## src/rtl/instr_fetch_unit_if.sv

```systemverilog
// ---------------------------------------------------------------------------
// instr_fetch_unit_if
// Bundles the two buses of the instruction fetch stage: the CPU-facing
// instruction port and the byte-wide program ROM port.
//
//   cpu_pc       CPU program counter (address of the wanted instruction)
//   instr_ready  CPU takes the presented instruction when instr_valid=1
//   instr_valid  opcode1/opcode2 hold the full instruction at cpu_pc
//   opcode1      instruction byte 0 (ROM[buf_addr])
//   opcode2      instruction byte 1 (ROM[buf_addr+1])
//   mem_req      ROM read request; mem_addr is stable while it is high
//   mem_addr     ROM byte address
//   mem_ack      ROM data valid on mem_rdata (same-cycle ack allowed)
//   mem_rdata    ROM read data
//   fetch_err    sticky ROM timeout fault
//   fetch_count  completed instruction-word fetches, wraps at 8 bits
//
// Modports:
//   master  the fetch unit itself
//   slave   the environment around it (CPU + ROM)
// ---------------------------------------------------------------------------
interface instr_fetch_unit_if;
    logic [7:0] cpu_pc;
    logic       instr_ready;
    logic       instr_valid;
    logic [7:0] opcode1;
    logic [7:0] opcode2;
    logic       mem_req;
    logic [7:0] mem_addr;
    logic       mem_ack;
    logic [7:0] mem_rdata;
    logic       fetch_err;
    logic [7:0] fetch_count;

    modport master (
        input  cpu_pc,
        input  instr_ready,
        input  mem_ack,
        input  mem_rdata,
        output instr_valid,
        output opcode1,
        output opcode2,
        output mem_req,
        output mem_addr,
        output fetch_err,
        output fetch_count
    );

    modport slave (
        output cpu_pc,
        output instr_ready,
        output mem_ack,
        output mem_rdata,
        input  instr_valid,
        input  opcode1,
        input  opcode2,
        input  mem_req,
        input  mem_addr,
        input  fetch_err,
        input  fetch_count
    );
endinterface

```

## src/rtl/instr_fetch_unit.sv

```systemverilog
// ---------------------------------------------------------------------------
// instr_fetch_unit
// Fetch stage in front of the 8-bit CPU. Reads a two-byte instruction
// (opcode1 at PC, opcode2 at PC+1) from a variable-latency, byte-wide ROM
// through a req/ack handshake and presents it to the CPU with a valid flag.
// With PREFETCH_EN=1 the word following the consumed one is fetched
// immediately, hiding ROM latency on straight-line code.
//
// Parameters:
//   PREFETCH_EN  1: fetch buf_addr+2 as soon as the held word is consumed
//                0: fetch only on demand (at cpu_pc)
//   MAX_WAIT     cycles a byte request may wait for mem_ack before fault
//
// Ports:
//   clk    clock, all state changes on the rising edge
//   reset  asynchronous, active-low reset
//   bus    instr_fetch_unit_if.master (CPU port + ROM port)
// ---------------------------------------------------------------------------
module instr_fetch_unit #(
    parameter bit          PREFETCH_EN = 1'b1,
    parameter int unsigned MAX_WAIT    = 15
) (
    input  logic                  clk,
    input  logic                  reset,
    instr_fetch_unit_if.master    bus
);

    // IDLE : one cycle after reset, then start fetching at cpu_pc
    // F0   : fetching byte 0 at fetch_addr
    // F1   : fetching byte 1 at fetch_addr+1
    // HOLD : word buffered, waiting for the CPU to take it or branch away
    // ERR  : ROM timed out; only reset leaves this state
    typedef enum logic [2:0] {
        IDLE,
        F0,
        F1,
        HOLD,
        ERR
    } state_t;

    // The wait counter is 4 bits wide; a timeout fires on the cycle the
    // count of unanswered request cycles would reach MAX_WAIT.
    localparam logic [3:0] WAIT_LIMIT = 4'(MAX_WAIT - 1);

    state_t     state, state_d;
    logic       gap, gap_d;              // forces mem_req low for one cycle after an ack
    logic [7:0] fetch_addr, fetch_addr_d;
    logic [7:0] stage, stage_d;          // byte 0 waiting for byte 1
    logic [7:0] op1, op1_d;
    logic [7:0] op2, op2_d;
    logic [7:0] buf_addr, buf_addr_d;
    logic       buf_full, buf_full_d;
    logic [7:0] count, count_d;
    logic [3:0] wait_cnt, wait_d;

    logic       req;
    logic       ack;
    logic       timeout;
    logic       valid;
    logic [7:0] next_addr;

    assign next_addr = fetch_addr + 8'd1;

    // ------------------------------------------------------------------
    // Next-state and output decode
    // ------------------------------------------------------------------
    always_comb begin
        // NOTE: every variable gets a default before any branch, so no path
        // leaves one unassigned and no latch is inferred.
        state_d      = state;
        gap_d        = 1'b0;
        fetch_addr_d = fetch_addr;
        stage_d      = stage;
        op1_d        = op1;
        op2_d        = op2;
        buf_addr_d   = buf_addr;
        buf_full_d   = buf_full;
        count_d      = count;
        wait_d       = '0;
        valid        = 1'b0;

        // A byte request is live in F0/F1 except in the return-to-zero
        // cycle that follows every ack.
        req     = ((state == F0) || (state == F1)) && !gap;
        ack     = req && bus.mem_ack;
        timeout = req && !bus.mem_ack && (wait_cnt == WAIT_LIMIT);
        if (req && !bus.mem_ack) begin
            wait_d = wait_cnt + 4'd1;
        end

        case (state)
            IDLE: begin
                fetch_addr_d = bus.cpu_pc;
                state_d      = F0;
            end

            F0: begin
                if (ack) begin
                    stage_d = bus.mem_rdata;
                    gap_d   = 1'b1;
                    state_d = F1;
                end else if (timeout) begin
                    state_d = ERR;
                end
            end

            F1: begin
                if (ack) begin
                    // A request in flight is always completed; only now do
                    // we decide whether the word is still the one wanted.
                    if (fetch_addr == bus.cpu_pc) begin
                        op1_d      = stage;
                        op2_d      = bus.mem_rdata;
                        buf_addr_d = fetch_addr;
                        buf_full_d = 1'b1;
                        count_d    = count + 8'd1;
                        state_d    = HOLD;
                    end else begin
                        fetch_addr_d = bus.cpu_pc;
                        gap_d        = 1'b1;
                        state_d      = F0;
                    end
                end else if (timeout) begin
                    state_d = ERR;
                end
            end

            HOLD: begin
                valid = buf_full && (buf_addr == bus.cpu_pc);
                if (!buf_full) begin
                    // Word was taken last cycle without prefetch: the CPU has
                    // now had a cycle to move cpu_pc, so fetch from there.
                    fetch_addr_d = bus.cpu_pc;
                    state_d      = F0;
                end else if (!valid) begin
                    // Branch: the buffered word is not at cpu_pc.
                    buf_full_d   = 1'b0;
                    fetch_addr_d = bus.cpu_pc;
                    state_d      = F0;
                end else if (bus.instr_ready) begin
                    buf_full_d = 1'b0;
                    if (PREFETCH_EN) begin
                        fetch_addr_d = buf_addr + 8'd2;
                        state_d      = F0;
                    end
                end
            end

            ERR: begin
                state_d = ERR;
            end

            default: begin
                state_d = IDLE;
            end
        endcase
    end

    // ------------------------------------------------------------------
    // State register
    // ------------------------------------------------------------------
    always_ff @(posedge clk or negedge reset) begin
        if (!reset) begin
            state      <= IDLE;
            gap        <= 1'b0;
            fetch_addr <= 8'h00;
            stage      <= 8'h00;
            op1        <= 8'h00;
            op2        <= 8'h00;
            buf_addr   <= 8'h00;
            buf_full   <= 1'b0;
            count      <= 8'h00;
            wait_cnt   <= 4'h0;
        end else begin
            // NOTE: non-blocking assignments here so every register samples
            // the pre-edge values computed above, independent of order.
            state      <= state_d;
            gap        <= gap_d;
            fetch_addr <= fetch_addr_d;
            stage      <= stage_d;
            op1        <= op1_d;
            op2        <= op2_d;
            buf_addr   <= buf_addr_d;
            buf_full   <= buf_full_d;
            count      <= count_d;
            wait_cnt   <= wait_d;
        end
    end

    // ------------------------------------------------------------------
    // Outputs
    // ------------------------------------------------------------------
    assign bus.instr_valid = valid;
    assign bus.opcode1     = op1;
    assign bus.opcode2     = op2;
    assign bus.mem_req     = req;
    assign bus.mem_addr    = (state == F1) ? next_addr : fetch_addr;
    assign bus.fetch_err   = (state == ERR);
    assign bus.fetch_count = count;

endmodule

```

## src/flat_wrapper.sv

```systemverilog
// flat-port wrapper written by rule: the top's interface ports become plain ports
module instr_fetch_unit_flat 
#(
    parameter bit          PREFETCH_EN = 1'b1,
    parameter int unsigned MAX_WAIT    = 15
)
  (clk, reset, bus_cpu_pc, bus_instr_ready, bus_mem_ack, bus_mem_rdata, bus_instr_valid, bus_opcode1, bus_opcode2, bus_mem_req, bus_mem_addr, bus_fetch_err, bus_fetch_count);
  instr_fetch_unit_if bus_i ();
  input  logic clk;
  input  logic reset;
  input wire logic [$bits(bus_i.cpu_pc)-1:0] bus_cpu_pc;
  input wire logic [$bits(bus_i.instr_ready)-1:0] bus_instr_ready;
  input wire logic [$bits(bus_i.mem_ack)-1:0] bus_mem_ack;
  input wire logic [$bits(bus_i.mem_rdata)-1:0] bus_mem_rdata;
  output wire logic [$bits(bus_i.instr_valid)-1:0] bus_instr_valid;
  output wire logic [$bits(bus_i.opcode1)-1:0] bus_opcode1;
  output wire logic [$bits(bus_i.opcode2)-1:0] bus_opcode2;
  output wire logic [$bits(bus_i.mem_req)-1:0] bus_mem_req;
  output wire logic [$bits(bus_i.mem_addr)-1:0] bus_mem_addr;
  output wire logic [$bits(bus_i.fetch_err)-1:0] bus_fetch_err;
  output wire logic [$bits(bus_i.fetch_count)-1:0] bus_fetch_count;
  assign bus_i.cpu_pc = bus_cpu_pc;
  assign bus_i.instr_ready = bus_instr_ready;
  assign bus_i.mem_ack = bus_mem_ack;
  assign bus_i.mem_rdata = bus_mem_rdata;
  assign bus_instr_valid = bus_i.instr_valid;
  assign bus_opcode1 = bus_i.opcode1;
  assign bus_opcode2 = bus_i.opcode2;
  assign bus_mem_req = bus_i.mem_req;
  assign bus_mem_addr = bus_i.mem_addr;
  assign bus_fetch_err = bus_i.fetch_err;
  assign bus_fetch_count = bus_i.fetch_count;
  instr_fetch_unit #(.PREFETCH_EN(PREFETCH_EN), .MAX_WAIT(MAX_WAIT)) u_core (.clk(clk), .reset(reset), .bus(bus_i));
endmodule
```

## config.mk

```make
export PLATFORM = sky130hd
export DESIGN_NAME = instr_fetch_unit_flat
export DESIGN_NICKNAME = d
export VERILOG_FILES = /design/src/rtl/instr_fetch_unit_if.sv /design/src/rtl/instr_fetch_unit.sv /design/src/flat_wrapper.sv
export SDC_FILE = /design/constraint.sdc
export NUM_CORES = 1
export LEC_CHECK = 0
export CAP_MARGIN = 15
export CORE_ASPECT_RATIO = 0.6
export CORE_MARGIN = 5
export CORE_UTILIZATION = 45
export CTS_CLUSTER_SIZE = 20
export DETAILED_ROUTE_END_ITERATION = 16
export PLACE_DENSITY = 0.83
export SLEW_MARGIN = 20
export SYNTH_ARGS = -nofsm -noshare
export SYNTH_HDL_FRONTEND = slang
export SYNTH_SLANG_ARGS = --single-unit
export TNS_END_PERCENT = 5
```

## constraint.sdc

```tcl
create_clock -name clk -period 3.6 [get_ports clk]
set_input_delay 1.08 -clock clk [delete_from_list [all_inputs] [get_ports clk]]
set_output_delay 1.08 -clock clk [all_outputs]
set_load 0.01 [all_outputs]
```

==> summary.txt, run 1 <==
top post-synthesis cells by area: dfrtp_1, nand2_1, xnor2_1
Final ANT Viol Nets: 0
FF/Latch Area: 1430 sq um
worst-path maximum fanout: 2
port bufs: 54
CP max stage delay: 0.54 ns
vias in the first global route: 2241
HP Class: reg2reg
fin util: 0.6223
CTS H-tree depth: 3
Worst Setup End Kind: primary output
EDFF count, synth: 0
Die W: 113.1 um
shortest period the worst path allows: 3.585 ns
root buf cell: clkbuf_8
worst skew pair latency: 0.33 ns
# IOs: 55
worst path bufs/invs: 3
post-detail-place hpwl: 4.991 mm
total CTS buffers: 9
Final period util: 0.9958
Async SR Flop Fraction: 1.000
DR vias: 2290
Netlist Area Pre-Place: 2869 sq um
slew margin rel.: 0.5299
vias per std cell: 5.066
Area Growth Syn to Fin: 33.14%
Bufs on Longest Clock Path: 2
Yosys top cell by area: dfrtp_1
synthesized flop and latch total: 57
syn nets: 317
Die Ht: 71.85 um
most numerous cell in the Yosys netlist: nand2_1
wire per inst: 14.66 um
run status: completed
pre-CTS setup slack: -0.5926 ns
clock sink total: 57
Leakage Power: 1.767 nW
endpoints failing hold: 0
Placer Congestion: 0.9083
synth cell count leaders: nand2_1, dfrtp_1, xnor2_1
Startpoint Class: input port
delay-heaviest family, CP: simple AND/OR/NAND/NOR gates
multi-input logic area: 1376 sq um
global-route wire length before repair: 11.18 mm
CTS tree: built
final WL: 6.626 mm
slowest cell on the critical path: or4_4
# Max-Cap Violations: 0
Syn Area/Cell: 9.825 sq um
largest net degree at the start of global routing: 31
Detailed Route Iter0 Violations: 127
total grt overflow: 0
Required @ worst endpoint: 2.52 ns
Final Skew: 0.009555 ns
Clock Pin Slew Worst Setup and Hold Paths: 0.06 ns
net total in the final layout: 388
final setup vio count: 0
unrepaired setup endpoints after global routing: true
Synth Warn #: 0
share of the synthesized area in the top cell type: 0.4972
register area share after synthesis: 0.4972
share of cells above drive strength 1: 0.1630
worst vdd ir: 261.5 uV
drt first pass iters: 4
Tightest Pin Transition: 0.7013 ns
antenna violations before repair: 0
Worst EP arrival: 2.50 ns
max-slew violations: 0
remaining design rule violation count: 0
Die ar.: 8125 sq um
total track usage: 0.1765
final worst slack: 0.01515 ns
Post-Synthesis Cells: 292
power per standard cell area: 601.9 nW/um^2
Hold-fix buffers, CTS: 0
Fillers: 517
post-CTS setup buffers: 0
antenna cells: 0
core area: 6138 sq um
FMAX: 0.2790 GHz
critical path class: in2out
crit-path cells: dlygate4sd2_1 > xnor2_1 > nand4_1 > or4_4 > inv_1 > clkdlybuf4s15_2
num rows: 22
Synth Flop Type: dfrtp_1
Distinct cells, synth: 39
Starting Density: 0.4674
[report_power, final]
part / leakage (nW) / internal (W) / switching [W]
clock: 0.103 / 0.000357 / 0.000250
combinational: 0.916 / 0.000419 / 0.000363
sequential: 0.748 / 0.000770 / 0.000139
[repair_timing]
action | CTS | global route
setup endpoints to repair | 1 | 2
pin swaps | 2 | 3
gates resized for setup | 12 | 4
endpoints found under the hold margin | 0 | 0
[through the flow]
stage	setup TNS, ns	cell area (sq um)	std cells	total power (W)	hold WS (ns)
after floorplan	0	2869	292	0.001345	0.4348
after global placement	-0.5860	3605	436	0.001677	0.4466
after detailed placement	-0.5926	3605	436	0.001697	0.4557
after CTS	0	3815	452	0.002316	0.4724
after global routing	-0.01440	3820	452	0.002443	0.4783
final	0	3820	452	0.002299	0.4649
[worst register-to-register path: cells and delay by family, from the launching register on]
kind	cells	cell delay (ns)
and+or+nand+nor	4	1.41
AOI/OAI and AO/OA	1	0.08
buffers and inverters	1	0.31
DFF	1	0.45
[layout by cell type, fill, tap and decap left out, types with 2 or more instances in the layout]
master	instances
nor3_2	5
o211ai_1	2
o2bb2ai_1	2
a21oi_1	3
and3_1	2
buf_4	16
clkdlybuf4s50_1	45
nand2_1	79
a32oi_1	2
and4_1	2
inv_1	9
nand4_1	10
nand2b_4	2
ha_1	5
dfrtp_2	3
a31oi_1	2
xnor2_1	24
mux2_2	9
nor3_1	3
o21ai_0	9
or3_1	2
mux2i_1	5
nand2b_1	2
a21o_1	2
nor2_1	11
nand3_1	6
dlygate4sd2_1	7
clkbuf_8	11
dfrtp_1	54
a22oi_1	3
xor2_1	11
[path summary, 6_finish.rpt]
kind,from,to,slack [ns],cells after the start
worst max-delay path,bus_cpu_pc[0],bus_instr_valid,0.02,6
worst min-delay path,u_core.bus.fetch_count[7]$_DFFE_PN0P_,u_core.bus.fetch_count[7]$_DFFE_PN0P_,0.46,1
max in group asynchronous,reset,u_core.state[0]$_DFFE_PN0N_,2.23,2
min in group asynchronous,reset,u_core.wait_cnt[2]$_DFF_PN0_,0.78,1
worst max register to register,u_core.state[0]$_DFFE_PN0N_,u_core.buf_addr[2]$_DFFE_PN0P_,1.22,6
worst min register to register,u_core.bus.fetch_count[7]$_DFFE_PN0P_,u_core.bus.fetch_count[7]$_DFFE_PN0P_,0.46,1
[area by class of cell]
cell class                 count  share of cell area
multi-input combinational    215              0.3603
clock buffer                  12             0.04062
tap                           84             0.02751
sequential                    57              0.3744
inverter                       9            0.008844
clock inverter                 4             0.01343
timing repair buffer          71              0.1749
[kinds of logic (layout without fill, tap and decap cells)]
logic type	Yosys count	in the layout	synth area share
AO/OA/AOI/OAI	31	31	0.07370
flip-flops	57	57	0.4972
buffers and inverters	20	96	0.02922
adder cells (fa/ha/maj)	5	5	0.02181
multiplexers	14	14	0.05277
AND/OR/NAND/NOR	129	129	0.2154
XOR/XNOR	36	36	0.1099
[state kept, by name (all words and copies together), names as in the netlist]
name,cells
u_core.buf_addr,8
u_core.stage,8
u_core.buf_full,1
u_core.state,3
u_core.gap,1
u_core.bus.opcode2,8
u_core.bus.opcode1,8
u_core.bus.fetch_count,8
u_core.wait_cnt,4
u_core.fetch_addr,8
[per-layer routing]
layer	part of all wire	vias to the layer above	global-route usage
met1	0.50	1092	0.2539
met4	0.013	0	0.05600
met3	0.065	9	0.05401
met5	0	-	0
li1	-	1127	-
met2	0.42	62	0.2546
Power figures use the tool's default switching activity.
==> inputs of run 2 (changes only) <==
--- a/config.mk
+++ b/config.mk
@@ -5,13 +5,13 @@
 export SDC_FILE = /design/constraint.sdc
 export NUM_CORES = 1
 export LEC_CHECK = 0
-export CAP_MARGIN = 15
 export CORE_ASPECT_RATIO = 0.6
 export CORE_MARGIN = 5
 export CORE_UTILIZATION = 45
 export CTS_CLUSTER_SIZE = 20
 export DETAILED_ROUTE_END_ITERATION = 16
-export PLACE_DENSITY = 0.83
+export DONT_BUFFER_PORTS = 1
+export PLACE_DENSITY = 0.72
 export SLEW_MARGIN = 20
 export SYNTH_ARGS = -nofsm -noshare
 export SYNTH_HDL_FRONTEND = slang
==> run 2 against run 1 <==
Largest cell class unchanged. Worst hold slack worse by 0.010 ns. Via count is 11% lower. Worst setup slack better by 0.38 ns. Design area is 17% lower. Non-clock buffer count is 65 lower. Critical endpoint is now bus_mem_addr[7].
==> summary.txt, run 2 (same netlist as run 1, synthesis figures left out) <==
slowest cell on the critical path: dfrtp_1
unrepaired setup endpoints after global routing: false
total power: 0.002131 W (-7.3%)
Worst EP arrival: 2.13 ns (-0.37 ns)
Final period util: 0.8905 (-0.1053)
drt first pass iters: 4 (unchanged)
core area: 6138 sq um (unchanged)
post-detail-place hpwl: 4.575 mm (-8.3%)
crit-path cells: nor3b_2 > buf_4 > and4_1 > and3_1 > and3_1 > xor2_1
root buf cell: clkbuf_8
worst path bufs/invs: 1 (-2)
commonest non-fill, non-tap cells in the layout: nand2_1, dfrtp_1, xnor2_1, clkbuf_8
combinational power share: 0.276 (-0.064)
Net Switching: 0.0007067 W (-6.0%)
net total in the final layout: 323 (-17%)
vias per std cell: 5.301 (+4.6%)
num rows: 22 (unchanged)
Required @ worst endpoint: 2.52 ns (about the same)
commonest non-fill, non-tap cell in the layout: nand2_1
Placer Congestion: 0.8774 (-3.4%)
critical path class: reg2out
power share of the sequential group: 0.428 (+0.032)
worst vdd ir: 278.4 uV (+6.4%)
delay-heaviest family, CP: simple AND/OR/NAND/NOR gates
Tightest Pin Transition: 0.7608 ns (+0.05951 ns)
slew margin rel.: 0.4900 (-0.03989)
CTS H-tree depth: 3 (unchanged)
# Max-Cap Violations: 0 (unchanged)
DR vias: 2046 (-11%)
global-route wire length before repair: 10.67 mm (-4.6%)
antenna cells: 0 (unchanged)
post-CTS setup buffers: 0 (unchanged)
CP most frequent cell: and3_1
endpoints failing hold: 0 (unchanged)
Die ar.: 8125 sq um (unchanged)
final setup vio count: 0 (unchanged)
Worst Setup End Kind: primary output
Die W: 113.1 um (unchanged)
largest net degree at the start of global routing: 58 (+87%)
internal power: 0.001424 W (-7.9%)
FMAX: 0.3119 GHz (+12%)
share of cells above drive strength 1: 0.1358 (-0.02728)
Leakage Power: 1.506 nW (-15%)
post-route setup TNS: 0 ns (unchanged)
Finished Layout Cells: 386 (-15%)
power per standard cell area: 668.4 nW/um^2 (+11%)
CTS tree: built
Final Skew: 0.006718 ns (-0.002836 ns)
HP Class: in2async
CP max stage delay: 0.46 ns (-0.08 ns)
Final ANT Viol Nets: 0 (unchanged)
Clock Pin Slew Worst Setup and Hold Paths: 0.06 ns (about the same)
sw frac: 0.3316 (+0.004506)
worst skew pair latency: 0.32 ns (about the same)
run status: completed
final WL: 6.345 mm (-4.2%)
Area Growth Syn to Fin: 11.12%
Startpoint Class: register
# IOs: 55 (unchanged)
clock sink total: 57 (unchanged)
Detailed Route Iter0 Violations: 184 (+45%)
CP Depth: 6 (unchanged)
remaining design rule violation count: 0 (unchanged)
Die Ht: 71.85 um (unchanged)
hold_ws: 0.4545 ns (-0.01045 ns)
total grt overflow: 0 (unchanged)
shortest period the worst path allows: 3.206 ns (-0.3791 ns)
Bufs on Longest Clock Path: 2 (unchanged)
Hold-fix buffers, CTS: 0 (unchanged)
total CTS buffers: 9 (unchanged)
wire per inst: 16.44 um (+12%)
Starting Density: 0.4674 (unchanged)
Clk pwr share: 0.296 (+0.032)
Worst R2R Path Depth: 5 (-1)
antenna violations before repair: 0 (unchanged)
post-cts sizing count: 0 (-12)
worst-path maximum fanout: 10 (+8)
total track usage: 0.1665 (-0.009987)
DP Cell Count: 371 (-15%)
port bufs: 0 (-100%)
max-slew violations: 0 (unchanged)
vias in the first global route: 2012 (-10%)
-- run 2: changes by cell type in the layout (fill, tap and decap cells not counted), moves of 2 or more --
| cell | before | now |
|---|---|---|
| clkdlybuf4s50_1 | 45 | 0 |
| buf_4 | 16 | 6 |
| dlygate4sd2_1 | 7 | 0 |
| dfrtp_1 | 54 | 57 |
| dfrtp_2 | 3 | 0 |
| clkbuf_8 | 11 | 13 |
-- run 2: power by group through the flow --
stage          clock, W  combinational (W)  sequential, W
3_5_place_dp          0           0.000584       0.000918
4_1_cts        0.000654           0.000587       0.000909
2_1_floorplan         0           0.000463       0.000882
6_report       0.000631           0.000588       0.000911
3_3_place_gp          0           0.000571       0.000915
5_1_grt        0.000683           0.000649       0.000933
-- run 2: area by class of cell --
type,count,area [sq um]
timing repair buffer,6,45.04
fill,560,2950
inverter,9,33.78
tap,84,105.1
sequential,57,1426
multi-input combinational,215,1364
clock inverter,2,35.03
clock buffer,13,178.9
-- run 2: layer usage --
metal / vias to the layer above / routed length, um / share of wire / global-route usage
li1: 994 / - / - / -
met4: 0 / 14 / 0.0022 / 0.03200
met3: 2 / 687 / 0.11 / 0.07511
met2: 75 / 2545 / 0.40 / 0.2146
met1: 975 / 3097 / 0.49 / 0.2533
met5: - / 0 / 0 / 0
-- run 2: stage by stage --
step | setup WS, ns | util | area, sq um
5_1_grt | 0.2391 | 0.5194 | 3188
3_5_place_dp | 0.4296 | 0.4845 | 2974
6_report | 0.3943 | 0.5194 | 3188
4_1_cts | 0.3627 | 0.5194 | 3188
2_1_floorplan | 0.2954 | - | 2869
3_3_place_gp | 0.4363 | 0.4845 | 2974
-- run 2: worst register-to-register path, delay by kind of cell (launching register included) --
family,cells,cell delay [ns]
AOI/OAI and AO/OA,1,0.53
muxes,1,0.42
and+or+nand+nor,3,1.01
DFF,1,0.45
-- run 2: final timing paths --
check | start | end | slack (ns)
max in group asynchronous | reset | u_core.fetch_addr[6]$_DFFE_PN0P_ | 3.05
worst min-delay path | reset | u_core.bus.opcode2[0]$_DFFE_PN0P_ | 0.45
worst min register to register | u_core.stage[0]$_DFFE_PN0P_ | u_core.bus.opcode1[0]$_DFFE_PN0P_ | 0.46
min in group clk | u_core.stage[0]$_DFFE_PN0P_ | u_core.bus.opcode1[0]$_DFFE_PN0P_ | 0.46
worst max-delay path | u_core.state[1]$_DFFE_PN0N_ | bus_mem_addr[7] | 0.39
worst max register to register | u_core.state[1]$_DFFE_PN0N_ | u_core.stage[5]$_DFFE_PN0P_ | 1.07
==> inputs of run 3 (changes only) <==
--- a/config.mk
+++ b/config.mk
@@ -6,14 +6,15 @@
 export NUM_CORES = 1
 export LEC_CHECK = 0
 export CORE_ASPECT_RATIO = 0.6
-export CORE_MARGIN = 5
+export CORE_MARGIN = 4
 export CORE_UTILIZATION = 45
 export CTS_CLUSTER_SIZE = 20
 export DETAILED_ROUTE_END_ITERATION = 16
 export DONT_BUFFER_PORTS = 1
 export PLACE_DENSITY = 0.72
+export RECOVER_POWER = 100
 export SLEW_MARGIN = 20
 export SYNTH_ARGS = -nofsm -noshare
 export SYNTH_HDL_FRONTEND = slang
 export SYNTH_SLANG_ARGS = --single-unit
-export TNS_END_PERCENT = 5
+export TNS_END_PERCENT = 20
==> run 3 against run 2 <==
The run now ends with max-capacitance violations, max-slew violations left. Critical path depth stayed put. Core utilization is 1.3 points lower. Power is 3.3% lower. Count of clock-buffer cells in the layout stayed put. Routed wire length is 0.66% higher. Global-route usage is 0.91 points higher. Clock power is 8.9% lower. Register-to-register slack worse by 0.34 ns. Clock skew is 0.0014 ns higher. Final cell count is 0.26% higher. Sequential power hardly changed. Via count is 0.83% higher. Critical path type unchanged. Critical endpoint unchanged. Largest power group unchanged.
==> summary.txt, run 3 (same netlist as run 1, synthesis figures left out) <==
run status: finished with violations
failing checks: max-capacitance violations, max-slew violations
CP max stage delay: 0.46 ns (about the same)
final setup vio count: 0 (unchanged)
post-CTS setup buffers: 0 (unchanged)
CTS H-tree depth: 3 (unchanged)
worst vdd ir: 240.5 uV (-14%)
Required @ worst endpoint: 2.52 ns (about the same)
Worst R2R Path Depth: 6 (+1)
post-cts sizing count: 0 (unchanged)
Clock Pin Slew Worst Setup and Hold Paths: 0.07 ns (about the same)
power per standard cell area: 662.6 nW/um^2 (-0.87%)
drt first pass iters: 4 (unchanged)
HP Class: in2async
worst-path maximum fanout: 10 (unchanged)
Placer Congestion: 0.8705 (-0.79%)
clock sink total: 57 (unchanged)
worst skew pair latency: 0.32 ns (about the same)
antenna violations before repair: 0 (unchanged)
remaining design rule violation count: 0 (unchanged)
Worst Setup End Kind: primary output
post-detail-place hpwl: 4.553 mm (-0.49%)
total CTS buffers: 9 (unchanged)
Final period util: 0.9000 (+0.009570)
# Max-Cap Violations: 1 (+1)
CP most frequent cell: and3_1
crit-path cells: nor3b_1 > buf_4 > and4_1 > and3_1 > and3_1 > xor2_1
critical path class: reg2out
Final Skew: 0.008108 ns (+0.001389 ns)
commonest non-fill, non-tap cell in the layout: nand2_1
total grt overflow: 0 (unchanged)
Reg2Reg Setup Slack: 0.73 ns (-0.34 ns)
antenna cells: 0 (unchanged)
CTS tree: built
delay-heaviest family, CP: simple AND/OR/NAND/NOR gates
# IOs: 55 (unchanged)
shortest period the worst path allows: 3.240 ns (+0.03445 ns)
largest net degree at the start of global routing: 58 (unchanged)
Detailed Route Iter0 Violations: 111 (-40%)
Die W: 111.1 um (-1.8%)
max layer used: met4
worst r2r dst: u_core.bus.fetch_count[6]$_DFFE_PN0P_
Tightest Pin Transition: 1.536 ns (+0.7756 ns)
Leakage Power: 1.476 nW (-2.0%)
core area: 6138 sq um (unchanged)
total track usage: 0.1757 (+0.009140)
Hold-fix buffers, CTS: 0 (unchanged)
Area Growth Syn to Fin: 8.417%
root buf cell: clkbuf_8
wire length on met2: 2.638 mm (+3.7%)
Starting Density: 0.4674 (unchanged)
vias in the first global route: 2074 (+3.1%)
Worst R2R Start: u_core.state[0]$_DFFE_PN0N_
Bufs on Longest Clock Path: 2 (unchanged)
FMAX: 0.3086 GHz (-1.1%)
num rows: 22 (unchanged)
Area after DPL: 2974 sq um (unchanged)
net total in the final layout: 323 (unchanged)
Die ar.: 7759 sq um (-4.5%)
DR vias: 2063 (+0.83%)
slew margin rel.: -0.02427 (-0.5143)
worst path bufs/invs: 1 (unchanged)
Met1 Routed Length: 3.179 mm (+2.6%)
final WL: 6.387 mm (+0.66%)
fin util: 0.5067 (-0.01264)
Die Ht: 69.85 um (-2.8%)
max-slew violations: 34 (+34)
final worst slack: 0.3598 ns (-0.03445 ns)
vias per std cell: 5.331 (+0.57%)
global-route wire length before repair: 10.86 mm (+1.7%)
Worst EP arrival: 2.16 ns (+0.03 ns)
endpoints failing hold: 0 (unchanged)
Startpoint Class: register
Final ANT Viol Nets: 0 (unchanged)
share of cells above drive strength 1: 0.09241 (-0.04335)
wire per inst: 16.50 um (+0.40%)
final instance area: 3110 sq um (-2.4%)
met3 WL: 553 um (-20%)
pre-CTS setup slack: 0.4203 ns (-0.009300 ns)
slowest cell on the critical path: dfrtp_1
post-route setup TNS: 0 ns (unchanged)
unrepaired setup endpoints after global routing: false
commonest non-fill, non-tap cells in the layout: nand2_1, dfrtp_1, xnor2_1, nor2_1, xor2_1
port bufs: 0 (unchanged)
==> run 3: final cells by class <==
type	instances	area (sq um)
Sequential cell	57	1426
Fill cell	577	3028
Timing Repair Buffer	6	33.78
Inverter	9	33.78
Clock buffer	13	148.9
Tap cell	84	105.1
Clock inverter	3	40.04
Multi-Input combinational cell	215	1323
==> run 3: per-layer routing <==
metal / vias up / GRT usage
met4: 0 / 0.04858
li1: 998 / -
met2: 59 / 0.2372
met1: 1004 / 0.2525
met5: - / 0
met3: 2 / 0.08052
==> run 3: metrics by stage <==
| step | hold slack, ns | power [W] | cells |
|---|---|---|---|
| CTS | 0.4225 | 0.002110 | 387 |
| global route | 0.4109 | 0.002204 | 387 |
| detailed placement | 0.4513 | 0.001520 | 371 |
| global placement | 0.4411 | 0.001502 | 371 |
| finish | 0.4466 | 0.002061 | 387 |
| floorplan | 0.4348 | 0.001345 | 292 |
==> run 3: how the worst max path moves through the flow <==
stage | start | to | cells after the start
4_1_cts | u_core.state[0]$_DFFE_PN0N_ | bus_mem_addr[7] | 6
3_5_place_dp | bus_cpu_pc[4] | bus_instr_valid | 4
6_report | u_core.state[2]$_DFFE_PN0N_ | bus_mem_addr[7] | 6
2_1_floorplan | bus_cpu_pc[0] | bus_instr_valid | 6
5_1_grt | u_core.state[2]$_DFFE_PN0N_ | bus_mem_addr[7] | 6
3_3_place_gp | bus_cpu_pc[6] | bus_instr_valid | 4
==> run 3: power breakdown <==
group          leakage [nW]  internal [W]  switching (W)
Combinational         0.626      0.000254       0.000322
Sequential            0.752      0.000769       0.000141
Clock                0.0974      0.000337       0.000238
